`config.mk`:
```
export PLATFORM = sky130hd
export DESIGN_NAME = serial_adder
export DESIGN_NICKNAME = d
export VERILOG_FILES = /design/src/rtl/serial_adder.sv
export SDC_FILE = /design/constraint.sdc
export NUM_CORES = 1
export LEC_CHECK = 0
export CAP_MARGIN = 10
export CORE_ASPECT_RATIO = 1.25
export CORE_MARGIN = 2
export CORE_UTILIZATION = 48
export CTS_CLUSTER_DIAMETER = 80
export DETAILED_ROUTE_END_ITERATION = 12
export HOLD_SLACK_MARGIN = 0.03
export PLACE_DENSITY = 0.79
export SLEW_MARGIN = 20
export SYNTH_ARGS = -nofsm -noshare
export SYNTH_HDL_FRONTEND = slang
export SYNTH_HIERARCHICAL = 1
export SYNTH_SLANG_ARGS = --single-unit
```
`constraint.sdc`:
```
create_clock -name clk -period 3.2 [get_ports clk]
set_input_delay 0.48 -clock clk [delete_from_list [all_inputs] [get_ports clk]]
set_output_delay 0.48 -clock clk [all_outputs]
set_load 0.1 [all_outputs]
```
`src/rtl/serial_adder.sv`:
```
// Bit-serial adder: one full_adder plus a carry flop, adding two WIDTH-bit operands LSB-first.
// Valid/ready on both sides, a single operation in flight.

module full_adder (
  input  logic a,
  input  logic b,
  input  logic carry_in,
  output logic sum,
  output logic carry_out
);
  assign sum       = a ^ b ^ carry_in;
  assign carry_out = (a & b) | (carry_in & (a ^ b));
endmodule

module serial_adder #(
  parameter int unsigned WIDTH = 8
) (
  input  logic             clk,
  input  logic             reset,
  input  logic             in_valid,
  output logic             in_ready,
  input  logic [WIDTH-1:0] a_in,
  input  logic [WIDTH-1:0] b_in,
  input  logic             carry_in,
  output logic             out_valid,
  input  logic             out_ready,
  output logic [WIDTH-1:0] sum,
  output logic             carry_out,
  output logic             busy
);

  localparam int unsigned CW = (WIDTH > 1) ? $clog2(WIDTH) : 1;

  typedef enum logic [1:0] {
    IDLE = 2'd0,
    ADD  = 2'd1,
    DONE = 2'd2
  } state_t;

  state_t           state;
  state_t           next_state;
  logic [WIDTH-1:0] a_sr;
  logic [WIDTH-1:0] b_sr;
  logic [WIDTH-1:0] sum_sr;
  logic [WIDTH-1:0] sum_sr_nxt;
  logic             c_reg;
  logic [CW-1:0]    cnt;
  logic             last_bit;
  logic             fa_sum;
  logic             fa_carry;
  logic             in_ready_nxt;
  logic             out_valid_nxt;
  logic             busy_nxt;

  full_adder u_fa (
    .a        (a_sr[0]),
    .b        (b_sr[0]),
    .carry_in (c_reg),
    .sum      (fa_sum),
    .carry_out(fa_carry)
  );

  assign last_bit   = (cnt == CW'(WIDTH - 1));
  // New sum bit enters at the MSB; written as a shift/or so WIDTH=1 needs no special case.
  assign sum_sr_nxt = (sum_sr >> 1) | (WIDTH'(fa_sum) << (WIDTH - 1));

  always_ff @(posedge clk) begin
    if (reset) state <= IDLE;
    else       state <= next_state;
  end

  always_comb begin
    next_state = state;
    unique case (state)
      IDLE:    if (in_valid)  next_state = ADD;
      ADD:     if (last_bit)  next_state = DONE;
      DONE:    if (out_ready) next_state = IDLE;
      default: next_state = IDLE;
    endcase
  end

  // Handshake/status outputs are registered, so they are decoded from next_state.
  always_comb begin
    in_ready_nxt  = 1'b0;
    out_valid_nxt = 1'b0;
    busy_nxt      = 1'b0;
    unique case (next_state)
      IDLE:    in_ready_nxt = 1'b1;
      ADD:     busy_nxt     = 1'b1;
      DONE: begin
        out_valid_nxt = 1'b1;
        busy_nxt      = 1'b1;
      end
      default: in_ready_nxt = 1'b1;
    endcase
  end

  always_ff @(posedge clk) begin
    if (reset) begin
      in_ready  <= 1'b1;
      out_valid <= 1'b0;
      busy      <= 1'b0;
    end else begin
      in_ready  <= in_ready_nxt;
      out_valid <= out_valid_nxt;
      busy      <= busy_nxt;
    end
  end

  // Datapath: load on accept, shift one bit per ADD cycle, capture result on the last bit.
  always_ff @(posedge clk) begin
    if (reset) begin
      a_sr      <= '0;
      b_sr      <= '0;
      sum_sr    <= '0;
      c_reg     <= 1'b0;
      cnt       <= '0;
      sum       <= '0;
      carry_out <= 1'b0;
    end else begin
      unique case (state)
        IDLE: begin
          if (in_valid) begin
            a_sr  <= a_in;
            b_sr  <= b_in;
            c_reg <= carry_in;
            cnt   <= '0;
          end
        end
        ADD: begin
          a_sr   <= a_sr >> 1;
          b_sr   <= b_sr >> 1;
          sum_sr <= sum_sr_nxt;
          c_reg  <= fa_carry;
          cnt    <= cnt + CW'(1);
          if (last_bit) begin
            sum       <= sum_sr_nxt;
            carry_out <= fa_carry;
          end
        end
        default: ;
      endcase
    end
  end

endmodule
```
==> impl_metrics.json, run 1 <==
{
  "status": "completed",
  "nets": 231,
  "post_drt_wl_per_cell_um": 11.3,
  "cts_root_buf": "clkbuf_8",
  "largestRegisters": "a_sr x8, b_sr x8, sum x8",
  "grt_pass1_vias": 1130,
  "cts_setup_buffers": 0,
  "synth.top_cell.area_share": 0.490,
  "fillers": 330,
  "start_kind": "flop",
  "finalSetupViolations": 0,
  "finalCriticalPeriod_ns": 2.23,
  "ys_ff_latch": 41,
  "synth.distinct_cells": 25,
  "dr.pass1.iters": 4,
  "r2r_setup_slack_ns": 1.28,
  "cts.clk_slew.worst_paths_ns": 0.08,
  "synth_area_leaders": "dfxtp_1 49%, mux2i_1 9.0%, a211oi_1 7.2%",
  "ant_nets": 0,
  "syn_nets": 202,
  "tightest_slew_ns": 0.970,
  "hold_path_class": "reg2reg",
  "crit_slowest_cell": "clkdlybuf4s50_1",
  "core-area_um2": 3420,
  "rsz0062_at_grt": "no",
  "via_per_inst": 5.09,
  "synthesis.area_um2": 1680,
  "row_count": 24,
  "fin_crit_sh": 0.698,
  "die_y_um": 70.1,
  "tns_ns": 0,
  "finalHoldViolCount": 0,
  "path_cells": "clkdlybuf4s50_1",
  "initial_core_util": 0.490,
  "vias": 1252,
  "wl_um": 2780,
  "cp_num_buf_inv": 1,
  "antenna_found_initial": 0,
  "fmax_mhz": 448,
  "avgSynthCellArea_um2": 9.47,
  "yosysSeqAreaShare": 0.490,
  "worst-setup-path-type": "reg2out",
  "skew_ns": 0.00398,
  "grt_max_degree": 41,
  "clock-sinks": 41,
  "overflow": 0,
  "grt_pass1_wl_um": 4930,
  "max_stage_delay_ns": 1.13,
  "ios": 33,
  "crit_required_ns": 2.72,
  "clkLatencyLatePin_ns": 0.29,
  "cp_num_cells": 1,
  "synth_flop_cell": "dfxtp_1",
  "gp_congestion": 0.685,
  "cts-resized-gates": 0,
  "place_hpwl_um": 1880,
  "ys.warnings.count": 6,
  "diodes": 0,
  "worstPathMaxFanout": 2,
  "cts-htree-levels": 2,
  "drive_gt1_frac": 0.0821,
  "hold_path_depth": 2,
  "p_per_area_nw_per_um2": 510,
  "reg2reg_depth": 6,
  "p_leak_nw": 0.795,
  "synth_cells": 177,
  "maxSlewHeadroom": 0.352,
  "drt_first_iter_violations": 25,
  "cts_buffer_depth": 2,
  "drv_cap": 0,
  "grtUsageTotal": 0.159,
  "synth-edff-count": 0,
  "critPathCaptureType": "output pin",
  "synth.most_common_cell": "dfxtp_1",
  "portBuffers": 32,
  "tritoncts": "built",
  "final_core_util": 0.602,
  "die_w_um": 56.9,
  "maxSlewViolCount": 0,
  "dieArea_um2": 3980,
  "synth_common_cells": "41 x dfxtp_1, 32 x nand2_1, 22 x nor2_1",
  "ctsHoldBuffers": 0,
  "arrival_ns": 1.75,
  "max-vdd-ir-drop_v": 0.000346,
  "cp_top_family": "buffers and inverters",
  "async_flop_share": 0,
  "areaGrowthSynthToFinish_pct": 23.0,
  "drc": 0,
  "numCtsBuffers": 5,
  "synth_top_area_cell": "dfxtp_1"
}
where the power goes:
group / switching [mW] / internal [mW] / total [mW]
Combinational: 0.0726 / 0.0624 / 0.135
Sequential: 0.0146 / 0.536 / 0.551
Clock: 0.171 / 0.195 / 0.366
Total: 0.258 / 0.793 / 1.05
metrics by stage:
stage	instances	cell area [um^2]	power (mW)	hold slack, ns	setup slack (ns)
after global routing	246	2060	1.10	0.471	0.905
final	246	2060	1.05	0.453	0.967
after global placement	238	1960	0.695	0.441	1.25
after floorplan	177	1680	0.663	0.432	1.39
after detailed placement	238	1960	0.699	0.445	1.23
after CTS	246	2060	1.07	0.456	0.950
worst paths after layout:
kind                     startpoint             endpoint
min reg2reg     sum[4]$_SDFFE_PP0P_  sum[4]$_SDFFE_PP0P_
max reg2reg     cnt[0]$_SDFFE_PP0P_  in_ready$_SDFF_PP1_
max          carry_out$_SDFFE_PP0P_            carry_out
min             sum[4]$_SDFFE_PP0P_  sum[4]$_SDFFE_PP0P_
kinds of logic after synthesis:
family / Yosys count / synth area share
buf+inv: 13 / 0.0575
mux: 15 / 0.0895
simple gates: 64 / 0.169
fa+ha+maj: 4 / 0.0343
compound gates: 40 / 0.160
flops: 41 / 0.490
worst register-to-register path, stage by stage, from the launching register on:
cell,delay [ns]
dfxtp_1,0.33
ha_1,0.20
ha_1,0.21
and3b_1,0.29
a21o_1,0.22
ha_1,0.26
or2_2,0.30
layout by cell type (no fill, tap or decap), types with 2 or more instances in the layout:
master            n
a211oi_1         16
a21o_1            2
a21oi_1          16
a22oi_1           4
buf_4             5
clkbuf_8          7
clkdlybuf4s50_1  29
dfxtp_1          41
ha_1              3
mux2i_1          15
nand2_1          32
nand2b_1          3
nor2_1           22
layout make-up:
cell class,count,area (um^2),share of cell area
Tap cell,39,48.8,0.0237
Multi-Input combinational cell,123,759,0.368
Clock buffer,7,96.3,0.0467
Clock inverter,1,5.00,0.00243
Timing Repair Buffer,34,328,0.159
Sequential cell,41,821,0.398
Inverter,1,3.75,0.00182
layer usage:
metal,GRT usage,part of all wire
met1,0.189,0.44
met2,0.255,0.50
met3,0.0500,0.042
met4,0.0853,0.021
met5,0,0
Power figures use the tool's default switching activity.
==> run 2, diff against run 1 <==
==> constraint.sdc (replaced) <==
create_clock -name clk -period 2.1 [get_ports clk]
set_input_delay 0.315 -clock clk [delete_from_list [all_inputs] [get_ports clk]]
set_output_delay 0.315 -clock clk [all_outputs]
set_load 0.1 [all_outputs]
==> run 2 against run 1 <==
Compared with the run above: combinational power rose by 54%; hold slack improved by 0.00062 ns; global-route usage rose by 0.62 points; wire length rose by 3.7%; worst setup slack got worse by 0.64 ns; power rose by 53%; final area did not move; count of clock-buffer cells in the layout did not move.
==> impl_metrics.json, run 2 (synthesis gave the netlist of run 1 again) <==
{
  "final_common_cell": "dfxtp_1",
  "power.share.switching": 0.246,
  "finalSetupViolations": 0,
  "area.sequential_um2": 821,
  "p_sw_uw": 396,
  "status": "completed",
  "cp_num_buf_inv": 0,
  "grtUsageMet3": 0.0556,
  "finalCriticalPeriod_ns": 1.78,
  "drc": 0,
  "sequentialPowerShare": 0.523,
  "skew_ns": 0.00423,
  "top_usage_layer": "met2",
  "maxSlewHeadroom": 0.763,
  "initial_core_util": 0.490,
  "ant_nets": 0,
  "arrival_ns": 1.95,
  "drv_cap": 0,
  "hold_path_class": "reg2reg",
  "tns_ns": 0,
  "gp_congestion": 0.712,
  "core-area_um2": 3420,
  "place_hpwl_um": 2030,
  "worstPathMaxFanout": 3,
  "finalHoldViolCount": 0,
  "cts_root_buf": "clkbuf_8",
  "final_cell_count_no_fill": 249,
  "diodes": 0,
  "cts_setup_buffers": 0,
  "die_w_um": 56.9,
  "fmax_mhz": 563,
  "die_y_um": 70.1,
  "maxSlewViolCount": 0,
  "cp_top_family": "adder cells",
  "multi_input_area_um2": 759,
  "cts-htree-levels": 2,
  "final_cell_mix": "41 x dfxtp_1, 32 x nand2_1, 22 x nor2_1",
  "max_stage_delay_ns": 0.33,
  "worst-setup-path-type": "reg2reg",
  "fin_crit_sh": 0.846,
  "ios": 33,
  "overflow": 0,
  "grt_max_degree": 32,
  "portBuffers": 32,
  "cts-resized-gates": 0,
  "power_frac_comb": 0.130,
  "crit_required_ns": 2.28,
  "grt_pass1_wl_um": 5210,
  "tightest_slew_ns": 0.355,
  "via_per_inst": 5.23,
  "wl_um": 2890,
  "pwr-share-clk": 0.347,
  "antenna_found_initial": 0,
  "dr.pass1.iters": 4,
  "cts_buffer_depth": 2,
  "numCtsBuffers": 5,
  "drive_gt1_frac": 0.138,
  "clock-sinks": 41,
  "grt_pass1_vias": 1251,
  "grtUsageTotal": 0.165,
  "vias": 1302,
  "use_met1": 0.180,
  "intPower_mw": 1.21,
  "critPathCaptureType": "flop",
  "row_count": 24,
  "tritoncts": "built",
  "p_leak_nw": 0.827,
  "cts.clk_slew.worst_paths_ns": 0.08,
  "start_kind": "flop",
  "fillers": 327,
  "post_drt_wl_per_cell_um": 11.6,
  "crit_top_cell": "ha_1",
  "drt_first_iter_violations": 25,
  "rsz0062_at_grt": "no",
  "dpl.cell_count": 241,
  "p_per_area_nw_per_um2": 779,
  "ctsHoldBuffers": 0,
  "final_core_util": 0.602,
  "dieArea_um2": 3980,
  "nets": 234,
  "clkLatencyLatePin_ns": 0.29,
  "path_cells": "ha_1 -> ha_1 -> nand2b_1 -> a21o_1 -> ha_1 -> or2_2",
  "largestRegisters": "a_sr x8, b_sr x8, sum x8",
  "areaGrowthSynthToFinish_pct": 23.0,
  "crit_slowest_cell": "dfxtp_1",
  "use_met2": 0.289,
  "max-vdd-ir-drop_v": 0.000589
}
## run 2: routing by layer
| layer | vias up | wire (um) | part of all wire |
|---|---|---|---|
| li1 | 670 | - | - |
| met1 | 600 | 1200 | 0.42 |
| met2 | 26 | 1510 | 0.52 |
| met3 | 6 | 123 | 0.043 |
| met4 | 0 | 54 | 0.019 |
| met5 | - | 0 | 0 |
## run 2: tightest hold or removal path: stages, from the launching register on
cell	delay, ns
dfxtp_1	0.31
nand2_1	0.05
a21oi_1	0.05
## run 2: final cells by class
cell class              count  area share
flip-flops and latches     41       0.398
multi-input cells         123       0.368
repair buffers             37       0.159
clock buffers               7      0.0467
well taps                  39      0.0237
clock inverters             1     0.00243
inverters                   1     0.00182
## run 2: metrics by stage
stage | setup WS, ns | power, mW | area (um^2) | hold slack, ns
2_1_floorplan | 0.288 | 1.01 | 1680 | 0.432
3_3_place_gp | 0.305 | 1.06 | 1960 | 0.444
3_5_place_dp | 0.296 | 1.07 | 1960 | 0.447
4_1_cts | 0.315 | 1.62 | 2060 | 0.457
5_1_grt | 0.215 | 1.68 | 2060 | 0.472
6_report | 0.323 | 1.61 | 2060 | 0.454
## run 2: worst paths after layout
kind / startpoint / to / slack, ns / cells past startpoint
worst max-delay path: cnt[0]$_SDFFE_PP0P_ / in_ready$_SDFF_PP1_ / 0.32 / 6
worst min-delay path: sum[0]$_SDFFE_PP0P_ / sum[0]$_SDFFE_PP0P_ / 0.45 / 2
worst max register to register: cnt[0]$_SDFFE_PP0P_ / in_ready$_SDFF_PP1_ / 0.32 / 6
worst min register to register: sum[0]$_SDFFE_PP0P_ / sum[0]$_SDFFE_PP0P_ / 0.45 / 2
## run 2: power by group through the flow
| stage | combinational, mW | clock (mW) | sequential, mW |
|---|---|---|---|
| finish | 0.208 | 0.558 | 0.840 |
| global route | 0.230 | 0.608 | 0.845 |
| detailed placement | 0.209 | 0 | 0.859 |
| global placement | 0.205 | 0 | 0.857 |
| floorplan | 0.135 | 0 | 0.875 |
| CTS | 0.211 | 0.573 | 0.841 |
==> run 3, diff against run 2 <==
--- a/config.mk
+++ b/config.mk
@@ -8,11 +8,11 @@
 export CAP_MARGIN = 10
 export CORE_ASPECT_RATIO = 1.25
 export CORE_MARGIN = 2
-export CORE_UTILIZATION = 48
+export CORE_UTILIZATION = 45
 export CTS_CLUSTER_DIAMETER = 80
 export DETAILED_ROUTE_END_ITERATION = 12
 export HOLD_SLACK_MARGIN = 0.03
-export PLACE_DENSITY = 0.79
+export PLACE_DENSITY = 0.78
 export SLEW_MARGIN = 20
 export SYNTH_ARGS = -nofsm -noshare
 export SYNTH_HDL_FRONTEND = slang
==> constraint.sdc (replaced) <==
create_clock -name clk -period 1.4 [get_ports clk]
set_input_delay 0.21 -clock clk [delete_from_list [all_inputs] [get_ports clk]]
set_output_delay 0.21 -clock clk [all_outputs]
set_load 0.1 [all_outputs]
==> run 3 against run 2 <==
Compared with the run above: core utilization rose by 6.6 points; power increased by 50%; sequential share of layout area is 5.0 points lower; final area rose by 15%; worst setup slack lost 0.51 ns; count of clock-buffer cells in the layout stayed put; combinational power up 82%; the run now ends with design-rule violations, negative setup slack left; fmax is 12% higher; sequential power up 51%; clock power grew 38%; wire length up 14%; via count is 1.8% higher.
==> impl_metrics.json, run 3 (synthesis gave the netlist of run 1 again) <==
{
  "drv_cap": 0,
  "nets": 243,
  "ios": 33,
  "post_drt_wl_per_cell_um": 12.8,
  "max_stage_delay_ns": 0.34,
  "drive_gt1_frac": 0.202,
  "die_y_um": 72.2,
  "core-area_um2": 3540,
  "grt_pass1_wl_um": 5580,
  "intPower_mw": 1.82,
  "rsz0062_at_grt": "yes",
  "gp_congestion": 0.705,
  "r2r-end": "in_ready$_SDFF_PP1_",
  "tritoncts": "built",
  "fmax_mhz": 629,
  "min_to": "sum[0]$_SDFFE_PP0P_",
  "cts.clk_slew.worst_paths_ns": 0.07,
  "via_per_inst": 5.16,
  "drt_first_iter_violations": 35,
  "fillers": 282,
  "hold_path_class": "reg2reg",
  "final_cell_mix": "39 x dfxtp_1, 32 x nand2_1, 22 x nor2_1",
  "ant_nets": 0,
  "worstPathMaxFanout": 3,
  "final_common_cell": "dfxtp_1",
  "power.share.switching": 0.249,
  "portBuffers": 32,
  "status": "finished, violations left",
  "power_frac_comb": 0.157,
  "maxSlewHeadroom": 0.772,
  "ctsHoldBuffers": 0,
  "drc": 2,
  "diodes": 0,
  "max-vdd-ir-drop_v": 0.000730,
  "cts_buffer_depth": 2,
  "vias": 1326,
  "final_cell_count_no_fill": 257,
  "hold_ws_ns": 0.462,
  "tightest_slew_ns": 0.341,
  "initial_core_util": 0.473,
  "dieArea_um2": 4230,
  "worst-setup-path-type": "reg2reg",
  "worstHoldStart": "sum_sr[1]$_SDFFE_PP0P_",
  "critPathCaptureType": "flop",
  "sequentialPowerShare": 0.525,
  "start_kind": "flop",
  "cp_top_family": "adder cells",
  "grt_pass1_vias": 1253,
  "clock-sinks": 41,
  "pwr-share-clk": 0.318,
  "crit_required_ns": 1.59,
  "die_w_um": 58.6,
  "place_hpwl_um": 2150,
  "rr_startpoint": "cnt[0]$_SDFFE_PP0P_",
  "grt_max_degree": 36,
  "areaGrowthSynthToFinish_pct": 41.3,
  "dpl.cell_count": 248,
  "crit_top_cell": "ha_4",
  "skew_ns": 0.00365,
  "path_cells": "ha_4 -> ha_4 -> and3b_1 -> a21o_1 -> ha_4 -> or2_4",
  "finalSetupViolations": 19,
  "finalCriticalPeriod_ns": 1.59,
  "reg2reg_depth": 6,
  "layout_setup_ws_ns": -0.190,
  "crit_slowest_cell": "dfxtp_2",
  "p_per_area_nw_per_um2": 1020,
  "maxSlewViolCount": 0,
  "antenna_found_initial": 0,
  "hold_path_depth": 2,
  "final_core_util": 0.668,
  "clkLatencyLatePin_ns": 0.30,
  "numCtsBuffers": 5,
  "finalHoldViolCount": 0,
  "power_mw": 2.42,
  "p_leak_nw": 0.911,
  "row_count": 24,
  "fin_crit_sh": 1.14,
  "arrival_ns": 1.78,
  "grtUsageTotal": 0.176,
  "r2r_setup_slack_ns": -0.19,
  "failed_checks": "design-rule violations, negative setup slack",
  "dr.pass1.iters": 8,
  "p_sw_uw": 603,
  "largestRegisters": "a_sr x8, b_sr x8, sum x8",
  "cp_num_buf_inv": 0,
  "cts_root_buf": "clkbuf_8",
  "wl_um": 3290,
  "overflow": 0,
  "cts-htree-levels": 2,
  "tns_ns": -1.24
}
## run 3: cell types whose count changed in the layout (fill, tap and decap cells not counted), sizes merged
| cell | before | now |
|---|---|---|
| buf | 17 | 26 |
| clkinv | 1 | 0 |
## run 3: routing by layer
layer	global-route usage	share of wire	up-vias	wire length [um]
met5	0	0	-	0
met4	0.106	0.027	0	89
met3	0.0374	0.038	7	125
met2	0.293	0.52	34	1700
met1	0.204	0.42	602	1380
li1	-	-	683	-
## run 3: power by group through the flow
| stage | Combinational, mW | Sequential (mW) | Clock, mW |
|---|---|---|---|
| final | 0.379 | 1.27 | 0.769 |
| after CTS | 0.376 | 1.27 | 0.784 |
| after floorplan | 0.206 | 1.31 | 0 |
| after global routing | 0.415 | 1.28 | 0.837 |
| after detailed placement | 0.366 | 1.29 | 0 |
| after global placement | 0.361 | 1.29 | 0 |
## run 3: how the worst max path moves through the flow
stage	from	endpoint	cells past startpoint
floorplan	cnt[0]$_SDFFE_PP0P_	in_ready$_SDFF_PP1_	7
global placement	in_valid	in_ready$_SDFF_PP1_	5
detailed placement	in_valid	in_ready$_SDFF_PP1_	5
CTS	cnt[0]$_SDFFE_PP0P_	in_ready$_SDFF_PP1_	6
global route	cnt[0]$_SDFFE_PP0P_	in_ready$_SDFF_PP1_	6
finish	cnt[0]$_SDFFE_PP0P_	in_ready$_SDFF_PP1_	6
## run 3: layout make-up
class	instances	area, um^2	area share
sequential	41	823	0.348
multi-input combinational	123	816	0.344
timing repair buffer	46	591	0.249
clock buffer	7	86.3	0.0365
tap	39	48.8	0.0206
inverter	1	3.75	0.00158
## run 3: through the flow
step,instance area (um^2),worst slack (ns)
after floorplan,1710,-0.267
after global placement,2230,-0.190
after detailed placement,2230,-0.206
after CTS,2360,-0.160
after global routing,2370,-0.239
final,2370,-0.190
## run 3: worst reg2reg max path: stages (launching register included)
cell	delay [ns]
dfxtp_2	0.34
ha_4	0.16
ha_4	0.16
and3b_1	0.18
a21o_1	0.20
ha_4	0.22
or2_4	0.23
## run 3: what timing repair did
| item | 4_1_cts | 5_1_grt |
|---|---|---|
| resized for setup | 4 | 2 |
| buffers inserted | 2 | 2 |
| pin swaps | 3 | 0 |
| setup endpoints to repair | 20 | 31 |
